File: src/rtl/ins_loader.sv
// ins_loader: framed byte-stream program loader writing big-endian 32-bit words into instruction memory.
// Define INS_LOADER_CHECKSUM_EN to expect a trailing XOR checksum byte (adds the CHECK and ERR states).
module ins_loader #(
    parameter logic [7:0] SYNC_BYTE = 8'hA5,
    parameter logic [7:0] BASE_ADDR = 8'h00
) (
    input  logic        clk,
    input  logic        clr,
    input  logic [7:0]  rx_data,
    input  logic        rx_valid,
    output logic        rx_ready,
    output logic        im_we,
    output logic [7:0]  im_addr,
    output logic [31:0] im_wdata,
    output logic        cpu_hold,
    output logic        load_done,
    output logic        load_err,
    output logic [8:0]  words_loaded
);

    localparam logic [2:0] ST_IDLE  = 3'd0;
    localparam logic [2:0] ST_COUNT = 3'd1;
    localparam logic [2:0] ST_DATA  = 3'd2;
    localparam logic [2:0] ST_WRITE = 3'd3;
    localparam logic [2:0] ST_DONE  = 3'd5;
`ifdef INS_LOADER_CHECKSUM_EN
    localparam logic [2:0] ST_CHECK = 3'd4;
    localparam logic [2:0] ST_ERR   = 3'd6;
    localparam logic [2:0] ST_AFTER_LAST = ST_CHECK;
`else
    localparam logic [2:0] ST_AFTER_LAST = ST_DONE;
`endif

    logic [2:0]  r_state;
    logic [2:0]  w_state_nxt;
    logic [8:0]  r_count;
    logic [1:0]  r_byte_cnt;
    logic [7:0]  r_addr;
    logic [31:0] r_wdata;
    logic [8:0]  r_words;
    logic        r_we;
    logic        r_done;
    logic        r_hold;
    logic        r_ready;
    logic        w_accept;
    logic        w_is_sync;
    logic        w_last;
    logic        w_start;

    assign w_accept  = rx_valid & r_ready;
    assign w_is_sync = (rx_data == SYNC_BYTE);
    assign w_last    = ((r_words + 9'd1) == r_count);
    assign w_start   = (w_state_nxt == ST_COUNT) && (r_state != ST_COUNT);

    always_comb begin
        w_state_nxt = r_state;
        case (r_state)
            ST_IDLE: begin
                if (w_accept && w_is_sync) w_state_nxt = ST_COUNT;
            end
            ST_COUNT: begin
                if (w_accept) w_state_nxt = ST_DATA;
            end
            ST_DATA: begin
                if (w_accept && (r_byte_cnt == 2'd3)) w_state_nxt = ST_WRITE;
            end
            ST_WRITE: begin
                w_state_nxt = w_last ? ST_AFTER_LAST : ST_DATA;
            end
            ST_DONE: begin
                w_state_nxt = ST_IDLE;
            end
`ifdef INS_LOADER_CHECKSUM_EN
            ST_CHECK: begin
                if (w_accept) w_state_nxt = (rx_data == r_csum) ? ST_DONE : ST_ERR;
            end
            ST_ERR: begin
                if (w_accept && w_is_sync) w_state_nxt = ST_COUNT;
            end
`endif
            default: begin
                w_state_nxt = ST_IDLE;
            end
        endcase
    end

    // Control outputs are registered from the next state so they line up with the state they describe.
    always_ff @(posedge clk or posedge clr) begin
        if (clr) begin
            r_state <= ST_IDLE;
            r_we    <= 1'b0;
            r_done  <= 1'b0;
            r_hold  <= 1'b0;
            r_ready <= 1'b1;
        end else begin
            r_state <= w_state_nxt;
            r_we    <= (w_state_nxt == ST_WRITE);
            r_done  <= (w_state_nxt == ST_DONE);
            r_hold  <= (w_state_nxt != ST_IDLE);
            r_ready <= !((w_state_nxt == ST_WRITE) || (w_state_nxt == ST_DONE));
        end
    end

    always_ff @(posedge clk or posedge clr) begin
        if (clr) begin
            r_count    <= '0;
            r_byte_cnt <= '0;
            r_addr     <= BASE_ADDR;
            r_wdata    <= '0;
            r_words    <= '0;
        end else begin
            if (w_start) begin
                r_words    <= '0;
                r_addr     <= BASE_ADDR;
                r_byte_cnt <= '0;
            end
            // A count byte of zero stands for a full 256-word frame.
            if ((r_state == ST_COUNT) && w_accept) begin
                r_count <= {(rx_data == 8'h00), rx_data};
            end
            if ((r_state == ST_DATA) && w_accept) begin
                r_wdata    <= {r_wdata[23:0], rx_data};
                r_byte_cnt <= r_byte_cnt + 2'd1;
            end
            if (r_state == ST_WRITE) begin
                r_addr  <= r_addr + 8'd1;
                r_words <= r_words + 9'd1;
            end
        end
    end

`ifdef INS_LOADER_CHECKSUM_EN
    logic [7:0] r_csum;
    logic       r_err;

    always_ff @(posedge clk or posedge clr) begin
        if (clr) begin
            r_csum <= '0;
            r_err  <= 1'b0;
        end else begin
            r_err <= (w_state_nxt == ST_ERR);
            if (w_start) begin
                r_csum <= '0;
            end else if ((r_state == ST_DATA) && w_accept) begin
                r_csum <= r_csum ^ rx_data;
            end
        end
    end

    assign load_err = r_err;
`else
    assign load_err = 1'b0;
`endif

    assign rx_ready     = r_ready;
    assign im_we        = r_we;
    assign im_addr      = r_addr;
    assign im_wdata     = r_wdata;
    assign cpu_hold     = r_hold;
    assign load_done    = r_done;
    assign words_loaded = r_words;

endmodule
File: config.mk
export PLATFORM = sky130hd
export DESIGN_NAME = ins_loader
export DESIGN_NICKNAME = d
export VERILOG_FILES = /design/src/rtl/ins_loader.sv
export SDC_FILE = /design/constraint.sdc
export NUM_CORES = 1
export LEC_CHECK = 0
export BUFFER_PORTS_ARGS = -buffer_cell sky130_fd_sc_hd__buf_2
export CAP_MARGIN = 30
export CORE_MARGIN = 2
export CORE_UTILIZATION = 50
export CTS_BUF_LIST = sky130_fd_sc_hd__clkbuf_8
export DETAILED_ROUTE_END_ITERATION = 8
export PLACE_DENSITY = 0.74
export SETUP_SLACK_MARGIN = 0.02
export SKIP_CTS_REPAIR_TIMING = 1
export SLEW_MARGIN = 20
export SYNTH_ARGS = -nofsm -noshare
export SYNTH_HDL_FRONTEND = slang
export SYNTH_SLANG_ARGS = --single-unit
export TNS_END_PERCENT = 100
File: constraint.sdc
create_clock -name clk -period 2.3 [get_ports clk]
set_input_delay 0.23 -clock clk [delete_from_list [all_inputs] [get_ports clk]]
set_output_delay 0.23 -clock clk [all_outputs]
set_load 0.1 [all_outputs]
==> metrics.md, run 1 <==
| Metric | Value |
|---|---|
| Status | `finished with violations` |
| Failing checks | `hold timing` |
| Tightest Pin Transition | `0.626 ns` |
| Placed Cells | `394` |
| CTS Buf Count | `9` |
| RSZ-0062 raised after global routing | `no` |
| IO buf count | `63` |
| Main synth FF type | `dfrtp_1` |
| Final Setup Violations | `0` |
| Initial core utilization | `0.523` |
| Final #Nets | `344` |
| RR Startpoint | `words_loaded[0]$_DFFE_PP0P_` |
| Max cap viols | `0` |
| Antenna-violating nets left | `0` |
| Final WL | `6070 um` |
| Largest net degree at the start of global routing | `40` |
| Vias | `2,246` |
| First-pass GRT wire length | `10,100 um` |
| Post-synthesis async set-or-reset flop share | `1.00` |
| Worst-path clk slew | `0.08 ns` |
| Synth Area per Inst | `11.8 um2` |
| Initial antenna violation count | `0` |
| Max_slew headroom | `0.582` |
| Max Fclk | `0.523 GHz` |
| Layout cell share with drive strength beyond 1 | `0.415` |
| Final Wtd Congestion | `0.836` |
| Clock Latency Late Sink | `0.34 ns` |
| Die area | `0.00688 mm2` |
| Hold Path Class | `input pin to asynchronous set/reset pin` |
| Ports | `65` |
| Core box area | `0.00596 mm2` |
| Die Wd | `82.9 um` |
| H-Tree Depth | `3` |
| # DRC | `0` |
| Non-Filler Instances | `410` |
| Unique cell type count in the Yosys netlist | `53` |
| Clock Tree Buf Depth | `2` |
| Initial DRC count | `144` |
| Setup TNS | `0 ns` |
| Cell Area, Synth | `0.00312 mm2` |
| Most common library cells after synthesis | `dfrtp_1 (66), mux2_2 (38), nand2_1 (22)` |
| Top-area cell type share of the netlist area | `0.530` |
| R2r setup slk | `0.39 ns` |
| Ys Warns | `0` |
| Dpl hpwl | `4310 um` |
| Antenna Cells | `0` |
| First-pass iteration count of the detailed router | `4` |
| Critical Path AT | `2.17 ns` |
| R2R depth | `6` |
| Vias in the first global route | `2,134` |
| Yosys top cell by area | `dfrtp_1` |
| P&R area growth vs syn | `20.1%` |
| Crit Path Class | `register to register` |
| Root Driver | `clkbuf_8` |
| TritonCTS clock tree | `built` |
| Largest cells by area after synthesis | `dfrtp_1 (53%), mux2_2 (14%), o21ai_0 (3.4%)` |
| Required @ worst endpoint | `2.56 ns` |
| Period utilization | `0.831` |
| Max FO, Critical Path | `8` |
| Tmin final | `1.91 ns` |
| FP Rows | `28` |
| Syn nets | `278` |
| Min Hold Slack | `-0.0419 ns` |
| Post-layout util | `0.628` |
| Seq cells post-synth | `67` |
| EDFF count, synth | `0` |
| GRT Overall Usage | `0.183` |
| Final Max Slew Viols | `0` |
| Cell with the most instances after synthesis | `dfrtp_1` |
| Type of origin of the critical path | `register` |
| Syn Inst Count | `264` |
| CTS Sinks | `67` |
| Skew final | `0.0109 ns` |
| Final hold viol count | `28` |
| Vias per inst | `5.48` |
| CP Capture Type | `register` |
| GR Overflow Total | `0` |
| WL/cell | `14.8 um` |
| Die Y | `82.9 um` |
| R2r endpoint | `r_state[0]$_DFF_PP0_` |
| Sequential share of the synthesized area | `0.539` |
[state kept, by name, indices dropped and copies added (netlist names)]
| name | cells |
|---|---|
| im_wdata | 32 |
| cpu_hold | 1 |
| rx_ready | 1 |
| words_loaded | 9 |
| r_count | 9 |
| im_we | 1 |
| r_byte_cnt | 2 |
| im_addr | 8 |
| load_done | 1 |
| r_state | 3 |
[final cells by class]
class / count / area (um2)
fill: 518 / 2210
clock inverter: 7 / 116
clock buffer: 9 / 124
multi-input combinational: 179 / 1350
sequential: 67 / 1680
tap: 75 / 93.8
inverter: 6 / 22.5
timing repair buffer: 67 / 358
[layout by cell type, fill, tap and decap left out, types with 3 or more instances in the layout]
master	Yosys	final
and3_1	5	5
xor2_1	6	6
dfrtp_1	66	63
buf_2	7	63
a21oi_1	5	5
ha_1	3	3
mux2_2	38	38
clkbuf_8	0	9
nand3_1	10	10
o22ai_1	4	4
dfrtp_2	0	3
xnor2_1	4	4
inv_1	6	6
nor2_1	12	12
nor2b_1	3	3
bufinv_16	0	3
buf_4	2	3
nand2_1	22	22
o21ai_0	21	21
a31oi_1	6	6
[through the flow]
step / instance area, um2 / setup WS, ns
detailed placement: 3500 / 0.411
CTS: 3740 / 0.381
floorplan: 3120 / 0.119
global placement: 3500 / 0.475
finish: 3740 / 0.390
global route: 3740 / 0.263
[metal layers]
| layer | up-vias | part of all wire | global-route usage |
|---|---|---|---|
| li1 | 1078 | - | - |
| met1 | 1103 | 0.45 | 0.236 |
| met2 | 61 | 0.49 | 0.289 |
| met3 | 4 | 0.054 | 0.0606 |
| met4 | 0 | 0.0086 | 0.0671 |
| met5 | - | 0 | 0 |
[worst max-delay path: stages (launching register included)]
cell	delay [ns]
dfrtp_2	0.45
ha_1	0.31
o21ba_2	0.22
a221oi_1	0.29
o22ai_1	0.21
nor4_4	0.20
o21bai_1	0.15
[worst max path at each step]
| stage | start | to | slack (ns) | depth (start not counted) |
|---|---|---|---|---|
| 2_1_floorplan | words_loaded[2]$_DFFE_PP0P_ | r_state[0]$_DFF_PP0_ | 0.12 | 6 |
| 3_3_place_gp | words_loaded[0]$_DFFE_PP0P_ | load_done$_DFF_PP0_ | 0.48 | 5 |
| 3_5_place_dp | words_loaded[0]$_DFFE_PP0P_ | r_state[0]$_DFF_PP0_ | 0.41 | 6 |
| 4_1_cts | words_loaded[0]$_DFFE_PP0P_ | r_state[0]$_DFF_PP0_ | 0.38 | 6 |
| 5_1_grt | words_loaded[0]$_DFFE_PP0P_ | r_state[0]$_DFF_PP0_ | 0.26 | 6 |
| 6_report | words_loaded[0]$_DFFE_PP0P_ | r_state[0]$_DFF_PP0_ | 0.39 | 6 |
[logic make-up after synthesis]
group,count (synthesis),synth area share
simple gates,77,0.150
flops,67,0.539
compound gates,47,0.0908
mux,40,0.145
buf+inv,18,0.0293
xor+xnor,11,0.0333
fa+ha+maj,3,0.0120
other cells,1,0.00120
Power of run 1 is not shown: default switching activity piles up to over one toggle a cycle in this logic, so the estimate is an artifact.
==> run 2: changes to the inputs <==
- PLACE_DENSITY: 0.74 -> 0.77
- clock period: 2.3 -> 1.7 ns (I/O delays scaled with it)
==> run 2 against run 1 <==
  * The run ends with setup timing left
  * Cell area grew 9.5%
  * Clock skew shrank 0.00074 ns
  * Clock-buffer cell count grew 1
  * Register-to-register slack lost 0.46 ns
  * Die area is the same
  * Critical path depth is the same
  * Worst setup slack lost 0.46 ns
  * Core utilization grew 6.0 points
  * Critical path type unchanged
  * Critical endpoint unchanged
  * Highest routed layer unchanged
==> metrics.md, run 2 (synthesis gave the netlist of run 1 again) <==
| Metric | Value |
|---|---|
| Tightest Pin Transition | `0.556 ns (-0.0695 ns)` |
| Max reg flops | `32 (unchanged)` |
| Vias in the first global route | `2,292 (+7.4%)` |
| Crit path setup slack, layout | `-0.0672 ns (-0.457 ns)` |
| Worst-path clk slew | `0.08 ns (about the same)` |
| Vias | `2,361 (+5.1%)` |
| FP Rows | `28 (unchanged)` |
| # DRC | `0 (unchanged)` |
| Met3 Use GR | `0.0398 (-0.0209)` |
| Initial core utilization | `0.523 (unchanged)` |
| Placed Area | `0.00383 mm2 (+9.3%)` |
| Max cap viols | `0 (unchanged)` |
| RSZ-0062 raised after global routing | `yes` |
| First-pass iteration count of the detailed router | `4 (unchanged)` |
| Die Wd | `82.9 um (unchanged)` |
| Type of origin of the critical path | `register` |
| Met1 Use GR | `0.283 (+0.0478)` |
| WL/cell | `16.9 um (+14%)` |
| Vias per inst | `5.58 (+1.9%)` |
| Max Fclk | `0.566 GHz (+8.1%)` |
| Max_slew headroom | `0.628 (+0.0461)` |
| IO buf count | `63 (unchanged)` |
| Root Driver | `clkbuf_8` |
| Hold Path Class | `input pin to register` |
| Most common cell after layout, fill and taps aside | `buf_2` |
| Largest net degree at the start of global routing | `36 (-10%)` |
| P&R area growth vs syn | `31.6%` |
| Final Max Slew Viols | `0 (unchanged)` |
| Most used routing layer | `met2` |
| Failing checks | `setup timing` |
| H-Tree Depth | `3 (unchanged)` |
| Skew final | `0.0102 ns (-0.000739 ns)` |
| Final Wtd Congestion | `0.860 (+3.0%)` |
| Max FO, Critical Path | `8 (unchanged)` |
| Period utilization | `1.04 (+0.209)` |
| Die area | `0.00688 mm2 (unchanged)` |
| First-pass GRT wire length | `11,400 um (+13%)` |
| Clock Latency Late Sink | `0.34 ns (about the same)` |
| Critical Path AT | `2.03 ns (-0.14 ns)` |
| Final Setup Violations | `2 (+2)` |
| Antenna Cells | `0 (unchanged)` |
| M2 GR Usage | `0.320 (+0.0308)` |
| Required @ worst endpoint | `1.96 ns (-0.60 ns)` |
| GR Overflow Total | `0 (unchanged)` |
| Min Hold Slack | `0.117 ns (+0.159 ns)` |
| Die Y | `82.9 um (unchanged)` |
| CP Capture Type | `register` |
| Initial DRC count | `159 (+10%)` |
| Final hold viol count | `0 (-100%)` |
| CTS Buf Count | `9 (unchanged)` |
| Filler Cells Inserted | `428 (-17%)` |
| GRT Overall Usage | `0.209 (+0.0261)` |
| Layout cell share with drive strength beyond 1 | `0.500 (+0.0851)` |
| Clock Tree Buf Depth | `2 (unchanged)` |
| Leading cell types in the layout, fill and taps excluded | `buf_2 (63), dfrtp_1 (53), mux2_4 (36)` |
| Initial antenna violation count | `0 (unchanged)` |
| Core box area | `0.00596 mm2 (unchanged)` |
| TritonCTS clock tree | `built` |
| Final WL | `7130 um (+17%)` |
| Ports | `65 (unchanged)` |
| Final #Nets | `357 (+3.8%)` |
| Dpl hpwl | `4850 um (+13%)` |
| Status | `finished with violations` |
| Antenna-violating nets left | `0 (unchanged)` |
| Tmin final | `1.77 ns (-0.143 ns)` |
| CTS Sinks | `67 (unchanged)` |
| Design Area, Final | `0.00410 mm2 (+9.5%)` |
| Crit Path Class | `register to register` |
==> run 2: cell count changes in the layout (fill, tap and decap cells not counted), moves of 3 or more <==
cell       change
mux2_4        +36
mux2_2        -34
o21ai_0       -15
o21ai_1       +14
dfrtp_1       -10
buf_4          +7
dfrtp_2        +6
dfrtp_4        +4
buf_12         +3
bufinv_16      -3
==> run 2: layer usage <==
metal  share of wire  wire (um)
met2            0.50       3570
met1            0.44       3120
met4           0.024        172
met3           0.037        264
met5               0          0
==> run 2: final timing paths <==
path | startpoint | end | slack, ns | depth (start not counted)
hold reg to reg | im_addr[7]$_DFFE_PP0P_ | im_addr[7]$_DFFE_PP0P_ | 0.48 | 1
setup reg to reg | words_loaded[1]$_DFFE_PP0P_ | r_state[0]$_DFF_PP0_ | -0.07 | 6
min in group asynchronous | clr | r_count[7]$_DFFE_PP0P_ | 0.42 | 3
max in group asynchronous | clr | rx_ready$_DFF_PP1_ | 0.69 | 4
setup / recovery | words_loaded[1]$_DFFE_PP0P_ | r_state[0]$_DFF_PP0_ | -0.07 | 6
hold / removal | rx_data[5] | im_wdata[5]$_DFFE_PP0P_ | 0.12 | 2
==> run 2: worst max-delay path, cell delays in order (launching register included) <==
cell	delay [ns]
dfrtp_4	0.52
ha_4	0.21
o21ba_4	0.19
a221oi_2	0.25
o22ai_2	0.15
nor4_4	0.21
o21bai_1	0.15
==> run 2: area by class of cell <==
cell class,instances,area [um2],area share
Timing Repair Buffer,80,531,0.129
Clock buffer,10,138,0.0336
Tap cell,75,93.8,0.0229
Multi-Input combinational cell,179,1550,0.379
Clock inverter,6,47.5,0.0116
Inverter,6,28.8,0.00702
Sequential cell,67,1710,0.417
==> run 2: per-stage QoR <==
step,TNS [ns],cells,util,setup slack (ns)
2_1_floorplan,-6.91,264,-,-0.202
3_3_place_gp,0,403,0.643,0.0111
3_5_place_dp,-0.115,403,0.643,-0.0738
4_1_cts,-0.147,419,0.674,-0.0774
5_1_grt,-0.446,423,0.688,-0.164
6_report,-0.0853,423,0.688,-0.0672
Power of run 2 is left out for the same reason.
==> run 3: changes to the inputs <==
- MAX_ROUTING_LAYER: default -> met4
==> run 3 against run 2 <==
  * The flow still finishes with violations (setup timing)
  * Worst setup slack worse by 0.0031 ns
  * Register-to-register slack barely moved
  * Die area did not move
  * Non-clock buffer count stayed put
  * Sequential share of layout area unchanged
  * Cell area did not move
  * Critical path type unchanged
  * Highest routed layer unchanged
==> metrics.md, run 3 (synthesis gave the netlist of run 1 again) <==
| Metric | Value |
|---|---|
| First-pass GRT wire length | `11,400 um (-0.12%)` |
| Max FO, Critical Path | `8 (unchanged)` |
| Core box area | `0.00596 mm2 (unchanged)` |
| Most used routing layer | `met2` |
| Tightest Pin Transition | `0.554 ns (-0.00250 ns)` |
| Initial core utilization | `0.523 (unchanged)` |
| CTS Buf Count | `9 (unchanged)` |
| Final Wtd Congestion | `0.874 (+1.6%)` |
| FP Rows | `28 (unchanged)` |
| IO buf count | `63 (unchanged)` |
| P&R area growth vs syn | `31.6% (unchanged)` |
| Worst-path clk slew | `0.08 ns (about the same)` |
| Initial antenna violation count | `0 (unchanged)` |
| H-Tree Depth | `3 (unchanged)` |
| Antenna Cells | `0 (unchanged)` |
| Area occupied by multi-input gates | `0.00155 mm2 (unchanged)` |
| Antenna-violating nets left | `0 (unchanged)` |
| Max reg flops | `32 (unchanged)` |
| # DRC | `0 (unchanged)` |
| First-pass iteration count of the detailed router | `4 (unchanged)` |
| CP Capture Type | `register` |
| Largest net degree at the start of global routing | `36 (unchanged)` |
| M2 GR Usage | `0.320 (unchanged)` |
| Period utilization | `1.04 (+0.00185)` |
| Skew final | `0.0100 ns (-0.000157 ns)` |
| Vias | `2,356 (-0.21%)` |
| Root Driver | `clkbuf_8` |
| Clock Tree Buf Depth | `2 (unchanged)` |
| GRT Overall Usage | `0.215 (+0.00583)` |
| TritonCTS clock tree | `built` |
| Final #Nets | `357 (unchanged)` |
| Crit Path Class | `register to register` |
| Dpl hpwl | `4850 um (unchanged)` |
| Tmin final | `1.77 ns (+0.00315 ns)` |
| Final hold viol count | `0 (unchanged)` |
| Placed Cells | `403 (unchanged)` |
| Register area | `0.00171 mm2 (unchanged)` |
| Vias per inst | `5.57 (-0.21%)` |
| GR Overflow Total | `0 (unchanged)` |
| Crit path setup slack, layout | `-0.0703 ns (-0.00315 ns)` |
| Die area | `0.00688 mm2 (unchanged)` |
| Filler Cells Inserted | `428 (unchanged)` |
| Final Setup Violations | `2 (unchanged)` |
| Hold Path Class | `input pin to register` |
| Max Fclk | `0.565 GHz (-0.18%)` |
| Type of origin of the critical path | `register` |
| Layout cell share with drive strength beyond 1 | `0.500 (unchanged)` |
| Most common cell after layout, fill and taps aside | `buf_2` |
| Final WL | `7150 um (+0.21%)` |
| Required @ worst endpoint | `1.97 ns (about the same)` |
| Ports | `65 (unchanged)` |
| Vias in the first global route | `2,297 (+0.22%)` |
| Status | `finished with violations` |
| Met3 Use GR | `0.0378 (-0.00199)` |
| Initial DRC count | `159 (unchanged)` |
| CTS Sinks | `67 (unchanged)` |
| Max cap viols | `0 (unchanged)` |
| Non-Filler Instances | `423 (unchanged)` |
| Die Wd | `82.9 um (unchanged)` |
| Failing checks | `setup timing` |
| Max_slew headroom | `0.630 (+0.00167)` |
| Critical Path AT | `2.04 ns (about the same)` |
| Die Y | `82.9 um (unchanged)` |
| Met1 Use GR | `0.284 (+0.000659)` |
| RSZ-0062 raised after global routing | `yes` |
| Leading cell types in the layout, fill and taps excluded | `buf_2 (63), dfrtp_1 (53), mux2_4 (36)` |
| Clock Latency Late Sink | `0.35 ns (about the same)` |
| WL/cell | `16.9 um (+0.21%)` |
| Final Max Slew Viols | `0 (unchanged)` |
-- run 3: cell counts in the layout (fill, tap and decap cells not counted) --
Identical to the previous run, type by type.
-- run 3: metrics by stage --
step	hold slack [ns]	worst slack [ns]	TNS [ns]	instance area, um2	util
final	0.114	-0.0703	-0.0906	4100	0.688
after global routing	0.116	-0.164	-0.446	4100	0.688
after CTS	-0.120	-0.0774	-0.147	4010	0.674
after detailed placement	0.255	-0.0738	-0.115	3830	0.643
after global placement	0.251	0.0111	0	3830	0.643
after floorplan	0.318	-0.202	-6.91	3380	-
-- run 3: path summary, 6_finish.rpt --
kind,endpoint,start,depth (start not counted),slack (ns)
max,r_state[0]$_DFF_PP0_,words_loaded[1]$_DFFE_PP0P_,6,-0.07
min,im_wdata[5]$_DFFE_PP0P_,rx_data[5],2,0.11
max reg2reg,r_state[0]$_DFF_PP0_,words_loaded[1]$_DFFE_PP0P_,6,-0.07
min reg2reg,im_addr[7]$_DFFE_PP0P_,im_addr[7]$_DFFE_PP0P_,1,0.49
max in group asynchronous,rx_ready$_DFF_PP1_,clr,4,0.70
min in group asynchronous,words_loaded[3]$_DFFE_PP0P_,clr,3,0.41
-- run 3: area by class of cell --
| class | count | share of cell area |
|---|---|---|
| Timing Repair Buffer | 80 | 0.129 |
| Sequential cell | 67 | 0.417 |
| Inverter | 6 | 0.00702 |
| Clock buffer | 10 | 0.0336 |
| Multi-Input combinational cell | 179 | 0.379 |
| Clock inverter | 6 | 0.0116 |
| Tap cell | 75 | 0.0229 |
-- run 3: per-layer routing --
metal  part of all wire  wire [um]  up-vias
li1                   -          -     1104
met1               0.43       3110     1175
met2               0.50       3560       59
met3              0.042        297       18
met4              0.026        185        0
met5                  0          0        -
-- run 3: worst max-delay path, stage by stage (launching register included) --
cell      delay (ns)
dfrtp_4         0.52
ha_4            0.21
o21ba_4         0.19
a221oi_2        0.25
o22ai_2         0.15
nor4_4          0.21
o21bai_1        0.15
Power of run 3 is left out for the same reason.
